File: src/rtl/valid_ready_multiport_out_of_order_buffer_first_one.sv
// first_one: lowest-set-bit encoder.
// Reports the position of the least significant set bit of vec. index is 0
// and found is low when no bit is set.
module first_one #(
    parameter int WIDTH       = 8,
    parameter int INDEX_WIDTH = $clog2(WIDTH)
) (
    input  logic [WIDTH-1:0]       vec,
    output logic [INDEX_WIDTH-1:0] index,
    output logic                   found
);

    // Scan from the top down so the lowest set bit is the last one written.
    always_comb begin
        index = '0;
        found = 1'b0;
        for (int i = WIDTH - 1; i >= 0; i--) begin
            if (vec[i]) begin
                index = INDEX_WIDTH'(i);
                found = 1'b1;
            end
        end
    end

endmodule

File: src/rtl/valid_ready_multiport_out_of_order_buffer.sv
// valid_ready_multiport_out_of_order_buffer
// Indexed out-of-order buffer. A write takes the lowest free entry and
// reports that entry's index. Any read port can read an allocated entry by
// index, with no latency, and can optionally free it.
// Optional feature: define OUT_OF_ORDER_BUFFER_OCCUPANCY_EN to add a
// registered occupancy count output.
module valid_ready_multiport_out_of_order_buffer #(
    parameter int WIDTH       = 8,
    parameter int DEPTH       = 8,
    parameter int READ_PORTS  = 2,
    parameter int INDEX_WIDTH = $clog2(DEPTH)
) (
    input  logic                              clock,
    input  logic                              resetn,
    output logic                              full,
    output logic                              empty,
    input  logic                              write_valid,
    input  logic [WIDTH-1:0]                  write_data,
    output logic [INDEX_WIDTH-1:0]            write_index,
    output logic                              write_ready,
    input  logic [READ_PORTS-1:0]             read_valid,
    input  logic [READ_PORTS-1:0]             read_clear,
    input  logic [READ_PORTS*INDEX_WIDTH-1:0] read_index,
    output logic [READ_PORTS*WIDTH-1:0]       read_data,
    output logic [READ_PORTS-1:0]             read_ready,
    output logic [READ_PORTS-1:0]             read_error
`ifdef OUT_OF_ORDER_BUFFER_OCCUPANCY_EN
    ,
    output logic [$clog2(DEPTH+1)-1:0]        occupancy
`endif
);

    // Index space can be larger than DEPTH; lookups go through a zero-padded
    // copy of the allocation vector so out-of-range indices read as free.
    localparam int EXT_DEPTH = 1 << INDEX_WIDTH;

    logic [DEPTH-1:0]       alloc_q;
    logic [DEPTH-1:0]       alloc_d;
    logic [DEPTH-1:0]       free_vec;
    logic [DEPTH-1:0]       clear_mask;
    logic [EXT_DEPTH-1:0]   alloc_ext;
    logic [EXT_DEPTH-1:0]   clear_ext;
    logic [WIDTH-1:0]       mem [DEPTH];
    logic [INDEX_WIDTH-1:0] rd_idx [READ_PORTS];
    logic [INDEX_WIDTH-1:0] free_index;
    logic                   free_found;
    logic                   wr_accept;

    assign free_vec    = ~alloc_q;
    assign full        = &alloc_q;
    assign empty       = ~|alloc_q;
    assign write_ready = ~full;
    assign write_index = free_found ? free_index : '0;
    assign wr_accept   = write_valid & write_ready;
    assign read_ready  = '1;
    assign clear_mask  = clear_ext[DEPTH-1:0];

    first_one #(
        .WIDTH       (DEPTH),
        .INDEX_WIDTH (INDEX_WIDTH)
    ) u_first_one (
        .vec   (free_vec),
        .index (free_index),
        .found (free_found)
    );

    // Split the packed per-port read indices.
    always_comb begin
        for (int p = 0; p < READ_PORTS; p++) begin
            rd_idx[p] = read_index[p*INDEX_WIDTH +: INDEX_WIDTH];
        end
    end

    // Read muxes, error flags and the set of entries freed by clearing reads.
    // Several ports clearing the same entry simply set the same mask bit.
    always_comb begin
        alloc_ext              = '0;
        alloc_ext[DEPTH-1:0]   = alloc_q;
        clear_ext              = '0;
        read_data              = '0;
        read_error             = '0;
        for (int p = 0; p < READ_PORTS; p++) begin
            if (read_valid[p]) begin
                if (alloc_ext[rd_idx[p]]) begin
                    read_data[p*WIDTH +: WIDTH] = mem[rd_idx[p]];
                    if (read_clear[p]) begin
                        clear_ext[rd_idx[p]] = 1'b1;
                    end
                end else begin
                    read_error[p] = 1'b1;
                end
            end
        end
    end

    // Next allocation vector: frees and the new write land on the same edge.
    // The write target is never a cleared entry since it is currently free.
    always_comb begin
        alloc_d = alloc_q & ~clear_mask;
        if (wr_accept) begin
            alloc_d[write_index] = 1'b1;
        end
    end

    // Allocation state; reset discards every entry.
    always_ff @(posedge clock or negedge resetn) begin
        if (!resetn) begin
            alloc_q <= '0;
        end else begin
            alloc_q <= alloc_d;
        end
    end

    // Payload storage, deliberately not reset; clears leave the data alone.
    always_ff @(posedge clock) begin
        if (wr_accept) begin
            mem[write_index] <= write_data;
        end
    end

`ifdef OUT_OF_ORDER_BUFFER_OCCUPANCY_EN
    logic [$clog2(DEPTH+1)-1:0] occ_d;

    // Population count of the next allocation vector.
    always_comb begin
        occ_d = '0;
        for (int i = 0; i < DEPTH; i++) begin
            occ_d = occ_d + $bits(occ_d)'(alloc_d[i]);
        end
    end

    // Registered occupancy, tracking the allocation vector edge for edge.
    always_ff @(posedge clock or negedge resetn) begin
        if (!resetn) begin
            occupancy <= '0;
        end else begin
            occupancy <= occ_d;
        end
    end
`endif

endmodule

File: config.mk
export PLATFORM = sky130hd
export DESIGN_NAME = valid_ready_multiport_out_of_order_buffer
export DESIGN_NICKNAME = d
export VERILOG_FILES = /design/src/rtl/valid_ready_multiport_out_of_order_buffer_first_one.sv /design/src/rtl/valid_ready_multiport_out_of_order_buffer.sv
export SDC_FILE = /design/constraint.sdc
export NUM_CORES = 1
export LEC_CHECK = 0
export ABC_AREA = 0
export BUFFER_PORTS_ARGS = -buffer_cell sky130_fd_sc_hd__buf_4
export CAP_MARGIN = 20
export CORE_MARGIN = 5
export CORE_UTILIZATION = 45
export DETAILED_ROUTE_END_ITERATION = 7
export GPL_TIMING_DRIVEN = 0
export SYNTH_ARGS = -nofsm -noshare
export SYNTH_HDL_FRONTEND = slang
export SYNTH_SLANG_ARGS = --single-unit
File: constraint.sdc
create_clock -name clock -period 2.55 [get_ports clock]
set_input_delay 0.3825 -clock clock [delete_from_list [all_inputs] [get_ports clock]]
set_output_delay 0.3825 -clock clock [all_outputs]
set_load 0.02 [all_outputs]
==> reports/metrics.cfg, run 1 <==
[floorplan]
pin_count = 47
row_count = 33
die_area_sq_um = 10200
fp.dieW_um = 101
floorplan.initialDensity_pct = 45.9
coreArea_sq_um = 8130
die_y_um = 101

[pwr]
power.density_cell_area_nw_per_um2 = 838
intPower_uw = 2650
comb_power_share_pct = 28.5
leakage_uw = 0.00168
seq_power_share_pct = 44.1
switching_power_share_of_the_total_pct = 30.3
vdd_ir_drop_max_mv = 0.515
clock_power_share_pct = 27.4
switching_power_uw = 1150

[yosys]
synth_async_sr_flop_share_pct = 11.1
synth_largest_area_cell = edfxtp_1
synth_sequential_area_ratio_pct = 56.8
synthDominantCellAreaShare_pct = 51.5
yosys_most_used_dff = edfxtp_1
syn_avg_cell_area_sq_um = 15.8
syn_area_sq_um = 3730
top_post_synthesis_cells_by_area = edfxtp_1, mux4_2, mux2i_1
synth-adder-area-share_pct = 0
synth_warnings = 0
synth_top_family_by_area = multiplexers
synth_xor_xnor_area_share_pct = 0
count_of_flip_flops_with_a_built_in_enable_after_synthesis = 64
syn_inst = 237
synthSimpleGateAreaFrac_pct = 9.28
post_synth_mux_area_share_pct = 26.7
synth_compound_area_share_pct = 3.75
post_synthesis_sequential_element_count = 72
post_synth_num_cell_types = 40

[grt]
number_of_global_route_vias_before_repair = 2344
antenna_violations_before_repair = 0
grt.overflow.total = 0
grt_start_max_net_pins = 13
wire_length_of_the_first_global_routing_pass_um = 13700
globalRouteTotalUtil_pct = 18.8

[layout]
diodes = 0
final_design_utilization_pct = 55.7
final_cell_area_sq_um = 4530
layout-drive-gt1-share_pct = 39.1
syn_to_final_growth_pct = 21.4
finish.net_count = 319

[route]
drc_errors = 0
vias_after_detailed_routing = 2375
antenna_left = 0
detailedRoute.firstPassIterationCount = 4
routed_wirelength_um = 9210
initialDrtViolationCount = 144
route.detailed.wl_per_inst_um = 22.6
vias_per_cell = 5.84

[clock_network]
max-clock-path-buffers = 2
clockRootBuffer = clkbuf_8
clock-sinks = 72
clk_pin_slew_worst_paths_ps = 70
cts_tree = done
clock_latency_ps = 330
cts_inserted_buffers = 9
clock_tree.htree_level_count = 3

[worst_setup_path]
worstPathMaxFanout = 10
setup.worst_path.end_class = output pin
reg2reg_setup_slack_ps = 460
worstSetupStartpointType = register
timing_worst_setup_path_type = reg2out
timing.rr.end = mem[4][4]
r2r_start = alloc_ext[2]
critical_path_required_ps = 2170
arrival_ps = 2070
worstRegToRegCells = 3

[placed_design]
dp_hpwl_um = 6130
dpl_worst_slack_ps = -187
placedInstanceArea_sq_um = 4240
routability_congestion = 0.821
buffer_ports.inserted = 41

[sta]
finalWorstPathRequiredPeriod_ps = 2450
setup-violations-final = 0
worst_slew_pin_slew_ps = 1100
finalSetupTns_ps = 0
finalMaxSlewViolations = 0
timing.max_slew.rel_slack_pct = 26.5
portion_of_the_clock_cycle_consumed_by_the_worst_path_in_the_final_layout_pct = 96.1
fin_ws_ps = 99.4
final-hold-violation-count = 0
clock.fmax_mhz = 408
finClkSkew_ps = 7.78
rsz0062_at_grt = false

[min_path]
holdPathStages = 1
holdPathEnd = mem[2][6]
timing.hold.worst.start = write_data[6]
hp-class = in2reg

[run]
cap_viol_max_count = 0

[outcome]
status = completed

-- worst max-delay path by stage --
stage	startpoint	to	slack [ps]	cells after the start
final	alloc_ext[2]	read_data[3]	100	6
after CTS	alloc_ext[6]	read_data[3]	3	6
after floorplan	read_index[0]	read_data[0]	340	7
after detailed placement	read_index[4]	read_data[9]	-190	6
after global placement	alloc_ext[0]	mem[6][6]	-580	4
after global routing	alloc_ext[7]	read_data[3]	4	6
-- flip-flops by register name, indices dropped and copies added, names as in the netlist --
name	cells
mem	64
alloc_ext	8
-- power by group through the flow --
stage / clock, uW / combinational (uW) / sequential, uW
after floorplan: 0 / 698 / 1590
after CTS: 1060 / 1050 / 1670
final: 1040 / 1080 / 1680
after detailed placement: 0 / 1100 / 1640
after global routing: 1120 / 1160 / 1700
after global placement: 0 / 1060 / 1640
-- cell usage after synthesis (2+ instances only) --
| library cell | number |
|---|---|
| a21oi_1 | 2 |
| a31oi_1 | 3 |
| and2_1 | 3 |
| and3b_1 | 2 |
| buf_2 | 4 |
| buf_4 | 2 |
| buf_6 | 2 |
| clkbuf_1 | 9 |
| dfrtp_1 | 8 |
| edfxtp_1 | 64 |
| inv_1 | 3 |
| mux2i_1 | 23 |
| mux4_1 | 6 |
| mux4_2 | 27 |
| nand2_1 | 11 |
| nand2b_1 | 4 |
| nand3_1 | 4 |
| nand3b_1 | 2 |
| nand4_1 | 2 |
| nor2_1 | 21 |
| nor2b_1 | 5 |
| nor3_1 | 3 |
| nor3b_1 | 2 |
| o21ai_0 | 4 |
| o221ai_1 | 4 |
| or2_2 | 2 |
| or4_1 | 2 |
-- logic make-up (layout without fill, tap and decap cells) --
logic type             after synthesis  in the layout
multiplexers                        56             56
buffers and inverters               22             86
AND/OR/NAND/NOR                     66             66
AO/OA/AOI/OAI                       20             20
other                                1              2
flip-flops                          72             72
-- cell type report --
cell class,instances,area [sq um]
Fill cell,688,3600
Sequential cell,72,2130
Multi-Input combinational cell,144,1510
Timing Repair Buffer,52,412
Tap cell,105,131
Clock buffer,9,124
Clock inverter,6,109
Buffer,16,105
Inverter,3,11.3
-- worst max-delay path, cell delays in order (launching register included) --
cell      delay, ps
dfrtp_2         460
mux2i_1          90
mux4_2          540
nand2b_4        170
buf_6           140
nor2_1          160
buf_4           170
-- per-layer routing --
layer | vias up | wire length, um | track usage [%]
met5 | - | 0 | 0
met1 | 1215 | 3920 | 25.1
met2 | 80 | 4590 | 31.3
met3 | 9 | 556 | 3.46
li1 | 1071 | - | -
met4 | 0 | 142 | 5.73
-- cell usage in the layout (no fill, tap or decap), types with 2 or more instances in the layout --
cell / Yosys / layout
nand3_1: 4 / 4
buf_2: 4 / 4
conb_1: 1 / 2
buf_4: 2 / 48
nand4_1: 2 / 2
edfxtp_1: 64 / 64
or4_1: 2 / 2
clkinv_2: 0 / 2
o21ai_0: 4 / 4
or2_2: 2 / 2
buf_6: 2 / 7
nor2b_1: 5 / 5
nand2_1: 11 / 11
a31oi_1: 3 / 3
inv_1: 3 / 3
nor3b_2: 0 / 2
and3b_1: 2 / 2
mux4_2: 27 / 27
nor3_2: 0 / 2
dfrtp_2: 0 / 8
mux2i_1: 23 / 23
a21oi_1: 2 / 2
nand3b_1: 2 / 2
bufinv_16: 0 / 3
nand2b_1: 4 / 4
mux4_1: 6 / 6
and2_1: 3 / 3
clkbuf_1: 9 / 6
o221ai_1: 4 / 4
nor2_1: 21 / 21
clkbuf_8: 0 / 9
-- stage by stage --
step                      hold slack (ps)  instances  power (uW)
final                                 279        407        3800
after global routing                  264        407        3980
after CTS                             267        403        3790
after detailed placement              212        388        2740
after global placement                208        384        2700
after floorplan                      86.9        238        2290
-- what timing repair did --
item | 4_1_cts | 5_1_grt
pin swaps | 1 | 0
hold buffers | 1 | 0
hold endpoints to repair | 8 | 0
gates resized for setup | 5 | 5
setup endpoints to repair | 16 | 16
buffers inserted | 2 | 3
(Power assumes the default switching activity.)
==> inputs of run 2 (changes only) <==
--- a/config.mk
+++ b/config.mk
@@ -14,4 +14,5 @@
 export GPL_TIMING_DRIVEN = 0
 export SYNTH_ARGS = -nofsm -noshare
 export SYNTH_HDL_FRONTEND = slang
+export SYNTH_HIERARCHICAL = 1
 export SYNTH_SLANG_ARGS = --single-unit
==> run 2 against run 1 <==
  * Sequential cell count stayed put
  * Combinational power is 58% higher
  * Utilization is 0.28 points higher
  * Design area is 6.2% higher
  * Clock power is 21% lower
  * Via count is 13% higher
  * Routed wire length is 15% higher
  * Synthesized cell count is 8.9% higher
  * Area after synthesis is 5.1% higher
  * Die area is 4.6% higher
  * Clock skew is 2.4 ps higher
==> reports/metrics.cfg, run 2 <==
[grt]
antenna_violations_before_repair = 0  ; unchanged
grt.overflow.total = 0  ; unchanged
globalRouteTotalUtil_pct = 20.1  ; +1.4 points
grt_start_max_net_pins = 12  ; -1
number_of_global_route_vias_before_repair = 2636  ; +12%
wire_length_of_the_first_global_routing_pass_um = 15200  ; +11%

[worst_setup_path]
worstRegToRegCells = 7  ; +4
critical_path_required_ps = 2170  ; about the same
timing.critical_path.cells = mux2i_1 -> mux4_2 -> buf_4 -> nor3b_1 -> buf_4
arrival_ps = 2090  ; +20 ps
timing.critical_path.mode_cell = buf_4
critPathSlowestCell = mux4_2
setup.worst_path.end_class = output pin
timing.rr.end = mem[6][0]
worstPathMaxFanout = 5  ; -5
cpPeakStageDelay_ps = 580  ; +40 ps
reg2reg_setup_slack_ps = 90  ; -370 ps
timing_worst_setup_path_type = reg2out
critical_path.n_buffers_inverters = 2  ; unchanged
r2r_start = alloc_ext[2]
worstSetupStartpointType = register
worst_path_dominant_cell_family = multiplexers

[floorplan]
floorplan.initialDensity_pct = 45.7  ; -0.23 points
coreArea_sq_um = 8590  ; +5.6%
die_area_sq_um = 10700  ; +4.6%
fp.dieW_um = 103  ; +2.3%
row_count = 34  ; +3.0%
die_y_um = 103  ; +2.3%
pin_count = 47  ; unchanged

[sta]
finalMaxSlewViolations = 0  ; unchanged
portion_of_the_clock_cycle_consumed_by_the_worst_path_in_the_final_layout_pct = 97.1  ; +0.97 points
clock.fmax_mhz = 404  ; -1.0%
setup-violations-final = 0  ; unchanged
timing.max_slew.rel_slack_pct = 48.1  ; +22 points
finalSetupTns_ps = 0  ; unchanged
final-hold-violation-count = 0  ; unchanged
timing.hold.ws_ps = 276  ; -2.98 ps
finalWorstPathRequiredPeriod_ps = 2480  ; +24.9 ps
worst_slew_pin_slew_ps = 771  ; -329 ps
fin_ws_ps = 74.5  ; -24.9 ps
finClkSkew_ps = 10.2  ; +2.42 ps
rsz0062_at_grt = true

[clock_network]
clk_pin_slew_worst_paths_ps = 70  ; about the same
clockRootBuffer = clkbuf_8
clock-sinks = 72  ; unchanged
clock_latency_ps = 340  ; about the same
max-clock-path-buffers = 2  ; unchanged
cts_inserted_buffers = 9  ; unchanged
cts_tree = done
clock_tree.htree_level_count = 3  ; unchanged

[layout]
fill_cells = 673  ; -2.2%
layout-drive-gt1-share_pct = 36.5  ; -2.6 points
syn_to_final_growth_pct = 22.6
multi_input_comb_area_sq_um = 1710  ; +13%
commonest_non_fill_non_tap_cell_in_the_layout = edfxtp_1
finish.net_count = 344  ; +7.8%
top_register = mem
top_library_cells_by_usage_in_the_layout_fill_and_taps_aside = edfxtp_1, buf_4, mux4_2
max_ffs_per_register = 64  ; unchanged
sequential_cell_area_sq_um = 2120  ; -0.41%
diodes = 0  ; unchanged

[pwr]
leakage_uw = 0.00174  ; +3.5%
vdd_ir_drop_max_mv = 0.422  ; -18%
power.density_cell_area_nw_per_um2 = 883  ; +5.3%

[yosys]
synth_xor_xnor_area_share_pct = 0  ; unchanged
yosys_most_used_dff = edfxtp_1
synthDominantCellAreaShare_pct = 48.9  ; -2.5 points
synth_largest_area_cell = edfxtp_1
post_synth_mux_area_share_pct = 25.5  ; -1.2 points
synth_async_sr_flop_share_pct = 11.1  ; unchanged
synth_warnings = 6  ; +6
post_synthesis_sequential_element_count = 72  ; unchanged
synth_compound_area_share_pct = 7.20  ; +3.4 points
syn_area_sq_um = 3930  ; +5.1%
top_post_synthesis_cells_by_area = edfxtp_1, mux4_2, mux4_1
synth-adder-area-share_pct = 0  ; unchanged
count_of_flip_flops_with_a_built_in_enable_after_synthesis = 64  ; unchanged
synth_common_cells = edfxtp_1, mux4_2, mux2i_1
post_synth_num_cell_types = 44  ; +10%
synth.most_common_cell = edfxtp_1
synthSimpleGateAreaFrac_pct = 8.38  ; -0.90 points
syn_inst = 258  ; +8.9%
synth_sequential_area_ratio_pct = 54.0  ; -2.8 points
synth_top_family_by_area = multiplexers
syn_avg_cell_area_sq_um = 15.2  ; -3.4%

[route]
vias_per_cell = 6.19  ; +6.0%
drc_errors = 0  ; unchanged
initialDrtViolationCount = 205  ; +42%
detailedRoute.firstPassIterationCount = 4  ; unchanged
routed_wirelength_um = 10600  ; +15%
route.detailed.wl_per_inst_um = 24.4  ; +8.0%
vias_after_detailed_routing = 2685  ; +13%
antenna_left = 0  ; unchanged

[min_path]
hp-class = in2reg
holdPathEnd = mem[0][6]
timing.hold.worst.start = write_data[6]
holdPathStages = 1  ; unchanged

[outcome]
status = completed

[placed_design]
dp_hpwl_um = 7070  ; +15%
buffer_ports.inserted = 41  ; unchanged
dpl_worst_slack_ps = -322  ; -135 ps
routability_congestion = 0.897  ; +9.3%

[run]
cap_viol_max_count = 0  ; unchanged

run 2: changes by cell type in the layout (fill, tap and decap cells not counted), moves of 6 or more:
cell / change
nor2_1: -16
o22ai_1: +8
inv_1: +15
a311oi_1: +8
nor3b_1: +10
dfrtp_2: -7
dfrtp_1: +7
nor2_4: +6
run 2: per-stage QoR:
| step | total power (uW) | util [%] | cells | area, sq um |
|---|---|---|---|---|
| 3_5_place_dp | 3160 | 51.3 | 410 | 4410 |
| 6_report | 4250 | 56.0 | 434 | 4810 |
| 2_1_floorplan | 2590 | - | 259 | 3930 |
| 4_1_cts | 4010 | 53.7 | 425 | 4610 |
| 5_1_grt | 4450 | 56.0 | 434 | 4810 |
| 3_3_place_gp | 3100 | 50.9 | 408 | 4370 |
run 2: cells by family (layout without fill, tap and decap cells):
kind of cell           after synthesis  count (layout)
other                                1               2
AND/OR/NAND/NOR                     55              55
multiplexers                        55              55
buffers and inverters               36             103
flip-flops                          72              72
AO/OA/AOI/OAI                       39              39
run 2: timing repair:
action | in CTS | in global routing
pin swaps | 1 | 8
hold endpoints to repair | 8 | 0
resized for setup | 8 | 12
setup buffers | 0 | 9
endpoints found under the setup margin | 52 | 65
hold buffers | 1 | 0
run 2: cell type report:
| cell class | count | area share [%] |
|---|---|---|
| clock buffer | 9 | 2.57 |
| sequential | 72 | 44.1 |
| multi-input combinational | 151 | 35.5 |
| inverter | 18 | 1.40 |
| timing repair buffer | 53 | 10.0 |
| clock inverter | 5 | 1.04 |
| tap | 108 | 2.81 |
| buffer | 18 | 2.52 |
run 2: per-layer routing:
layer | part of all wire, % | vias up | global-route usage (%)
met5 | 0 | - | 0
met4 | 2.3 | 0 | 7.07
met3 | 7.5 | 24 | 5.10
met2 | 50 | 108 | 32.4
met1 | 40 | 1354 | 26.6
li1 | - | 1199 | -
run 2: power breakdown:
group | total, uW | leakage (uW) | switching, uW | internal, uW
Clock | 826 | 0.0000860 | 394 | 432
Sequential | 1720 | 0.000675 | 151 | 1570
Combinational | 1710 | 0.000981 | 1010 | 695
run 2: worst max-delay path by stage:
stage | endpoint | slack, ps | cells past startpoint | startpoint
3_3_place_gp | mem[3][1] | -820 | 7 | alloc_ext[4]
5_1_grt | mem[1][2] | -20 | 8 | alloc_ext[5]
3_5_place_dp | mem[0][1] | -320 | 7 | alloc_ext[5]
6_report | read_data[11] | 70 | 5 | alloc_ext[0]
2_1_floorplan | mem[3][0] | 80 | 7 | alloc_ext[4]
4_1_cts | mem[4][1] | -90 | 6 | alloc_ext[2]
run 2: worst reg2reg max path: stages (launching register included):
cell and delay (ps):
dfrtp_1 420, inv_1 130, nor4_2 290, nor2b_1 160
clkbuf_1 380, o211ai_1 400, nor2_4 230, buf_12 160
==> inputs of run 3 (changes only) <==
--- a/config.mk
+++ b/config.mk
@@ -5,7 +5,7 @@
 export SDC_FILE = /design/constraint.sdc
 export NUM_CORES = 1
 export LEC_CHECK = 0
-export ABC_AREA = 0
+export ABC_AREA = 1
 export BUFFER_PORTS_ARGS = -buffer_cell sky130_fd_sc_hd__buf_4
 export CAP_MARGIN = 20
 export CORE_MARGIN = 5
==> run 3 against run 2 <==
  * Cell count up 51%
  * Clock power up 31%
  * Hold slack worse by 13 ps
  * Highest routed layer unchanged
  * Count of clock-buffer cells in the layout up 1
  * Worst setup slack better by 150 ps
  * Design area down 1.7%
  * Critical endpoint is now mem[0][2]
  * Utilization down 1.8 points
  * Non-clock buffer count down 12
  * Critical path depth up 6
  * Global-route usage up 2.2 points
  * Fmax up 6.4%
==> reports/metrics.cfg, run 3 <==
[layout]
layout-drive-gt1-share_pct = 15.7  ; -21 points
multi_input_comb_area_sq_um = 1550  ; -9.3%
finish.net_count = 564  ; +64%
diodes = 0  ; unchanged
final_design_utilization_pct = 54.3  ; -1.8 points
top_register = mem
max_ffs_per_register = 64  ; unchanged
stdcell_count = 656  ; +51%
fill_cells = 788  ; +17%
commonest_non_fill_non_tap_cell_in_the_layout = nor2_1
top_library_cells_by_usage_in_the_layout_fill_and_taps_aside = nor2_1, nand2_1, edfxtp_1
sequential_cell_area_sq_um = 2120  ; about the same
syn_to_final_growth_pct = 17.3

[floorplan]
coreArea_sq_um = 8720  ; +1.5%
die_area_sq_um = 11000  ; +2.5%
fp.dieW_um = 105  ; +1.2%
pin_count = 47  ; unchanged
row_count = 34  ; unchanged
floorplan.initialDensity_pct = 46.2  ; +0.55 points
die_y_um = 105  ; +1.2%

[yosys]
synth_sequential_area_ratio_pct = 52.6  ; -1.4 points
post_synthesis_sequential_element_count = 72  ; unchanged
synth_async_sr_flop_share_pct = 11.1  ; unchanged
yosys_most_used_dff = edfxtp_1
synth.most_common_cell = nor2_1
syn_inst = 488  ; +89%
synth_common_cells = nor2_1, nand2_1, edfxtp_1
count_of_flip_flops_with_a_built_in_enable_after_synthesis = 64  ; unchanged
syn_area_sq_um = 4030  ; +2.7%
top_post_synthesis_cells_by_area = edfxtp_1, nor2_1, nand2_1
syn_avg_cell_area_sq_um = 8.26  ; -46%
synth_warnings = 6  ; unchanged
synthDominantCellAreaShare_pct = 47.7  ; -1.3 points
synth_largest_area_cell = edfxtp_1
post_synth_num_cell_types = 30  ; -32%

[worst_setup_path]
timing_worst_setup_path_type = reg2reg
arrival_ps = 2310  ; +220 ps
r2r_start = alloc_ext[7]
timing.rr.end = mem[0][2]
setup.worst_path.end_class = register
worstSetupStartpointType = register
timing.critical_path.cells = inv_1 -> or2_1 -> nor3_2 -> nand2_1 -> nand2_1 -> inv_1 -> nor2_1 -> inv_1 -> nor2_1 -> nand3_1 -> inv_1
critical_path_required_ps = 2540  ; +370 ps
cpPeakStageDelay_ps = 430  ; -150 ps
reg2reg_setup_slack_ps = 220  ; +130 ps
critPathSlowestCell = inv_1
worstPathMaxFanout = 8  ; +3
worstRegToRegCells = 11  ; +4
timing.critical_path.mode_cell = inv_1

[placed_design]
dpl_worst_slack_ps = 223  ; +545 ps
buffer_ports.inserted = 42  ; +2.4%
place.detailed.instances = 639  ; +56%
dp_hpwl_um = 8150  ; +15%
routability_congestion = 0.887  ; -1.0%

[clock_network]
cts_tree = done
clock_tree.htree_level_count = 3  ; unchanged
max-clock-path-buffers = 2  ; unchanged
cts_hold_buf = 1  ; unchanged
clk_pin_slew_worst_paths_ps = 80  ; about the same
postCtsResizedCells = 0  ; -8
clockRootBuffer = clkbuf_8
cts_setup_buffers = 0  ; unchanged
cts_inserted_buffers = 9  ; unchanged
clock-sinks = 72  ; unchanged
clock_latency_ps = 350  ; about the same

[sta]
worst_slew_pin_slew_ps = 731  ; -40.2 ps
timing.hold.ws_ps = 263  ; -12.9 ps
timing.max_slew.rel_slack_pct = 51.3  ; +3.2 points
fin_ws_ps = 223  ; +149 ps
finalSetupTns_ps = 0  ; unchanged
finalWorstPathRequiredPeriod_ps = 2330  ; -149 ps
finalMaxSlewViolations = 0  ; unchanged
setup-violations-final = 0  ; unchanged
rsz0062_at_grt = false
clock.fmax_mhz = 430  ; +6.4%
final-hold-violation-count = 0  ; unchanged
portion_of_the_clock_cycle_consumed_by_the_worst_path_in_the_final_layout_pct = 91.2  ; -5.8 points
finClkSkew_ps = 12.0  ; +1.83 ps

[grt]
grt.overflow.total = 0  ; unchanged
antenna_violations_before_repair = 0  ; unchanged
grt_start_max_net_pins = 13  ; +1
globalRouteTotalUtil_pct = 22.3  ; +2.2 points
wire_length_of_the_first_global_routing_pass_um = 19000  ; +25%
number_of_global_route_vias_before_repair = 3525  ; +34%

[min_path]
holdPathEnd = mem[4][3]
hp-class = in2reg
holdPathStages = 1  ; unchanged
timing.hold.worst.start = write_data[3]

[route]
routed_wirelength_um = 12300  ; +16%
antenna_left = 0  ; unchanged
vias_after_detailed_routing = 3653  ; +36%
route.detailed.wl_per_inst_um = 18.7  ; -23%
initialDrtViolationCount = 299  ; +46%
drc_errors = 0  ; unchanged
detailedRoute.firstPassIterationCount = 5  ; +1
vias_per_cell = 5.57  ; -10%

[pwr]
power.density_cell_area_nw_per_um2 = 902  ; +2.1%
vdd_ir_drop_max_mv = 0.443  ; +4.8%
leakage_uw = 0.00208  ; +19%

[outcome]
status = completed

[run]
cap_viol_max_count = 0  ; unchanged

## run 3: cell count changes after synthesis, sizes merged, moves of 10 or more
cell	change
a21oi	+26
mux2i	-22
nor2	+84
inv	+50
nor3b	-10
nor3	+12
o211ai	+11
mux4	-33
o21ai	+45
nand3	+17
nand2	+80
## run 3: final cells by class
class | instances | area share (%)
repair buffers | 43 | 6.87
well taps | 108 | 2.86
plain buffers | 16 | 2.12
multi-input cells | 331 | 32.8
clock buffers | 10 | 2.70
inverters | 70 | 5.55
clock inverters | 6 | 2.27
flip-flops and latches | 72 | 44.8
## run 3: through the flow
step / total power [uW] / instance area (sq um)
3_5_place_dp: 3210 / 4490
4_1_cts: 4270 / 4730
6_report: 4270 / 4730
2_1_floorplan: 2680 / 4040
5_1_grt: 4500 / 4730
3_3_place_gp: 3190 / 4490
## run 3: cells by family (layout without fill, tap and decap cells)
logic type | count (synthesis) | count (layout) | share of synthesized area [%]
AOI/OAI and AO/OA | 109 | 109 | 14.8
buffers and inverters | 86 | 145 | 9.00
DFF | 72 | 72 | 52.6
other | 1 | 2 | 0.0930
and+or+nand+nor | 220 | 220 | 23.5
## run 3: routing by layer
layer,vias up,part of all wire (%),GRT usage [%]
li1,1734,-,-
met1,1701,42,29.8
met2,188,47,35.5
met3,30,8.2,5.06
met4,0,2.1,8.40
met5,-,0,0
## run 3: worst max-delay path by stage
| stage | start | endpoint | cells after the start |
|---|---|---|---|
| after floorplan | alloc_ext[7] | mem[0][0] | 11 |
| after detailed placement | alloc_ext[7] | mem[0][3] | 11 |
| final | alloc_ext[7] | mem[0][2] | 11 |
| after CTS | alloc_ext[7] | mem[1][7] | 11 |
| after global placement | alloc_ext[7] | mem[4][3] | 9 |
| after global routing | alloc_ext[7] | mem[0][7] | 11 |
## run 3: critical path, delay by kind of cell, from the launching register on
family                 cells  cell delay [ps]
and+or+nand+nor            7              900
buffers and inverters      4              650
DFF                        1              400
## run 3: power breakdown
group	total [uW]	switching, uW	internal (uW)
clock network	1080	431	647
registers	1740	132	1610
logic	1450	1020	427
total	4270	1580	2680
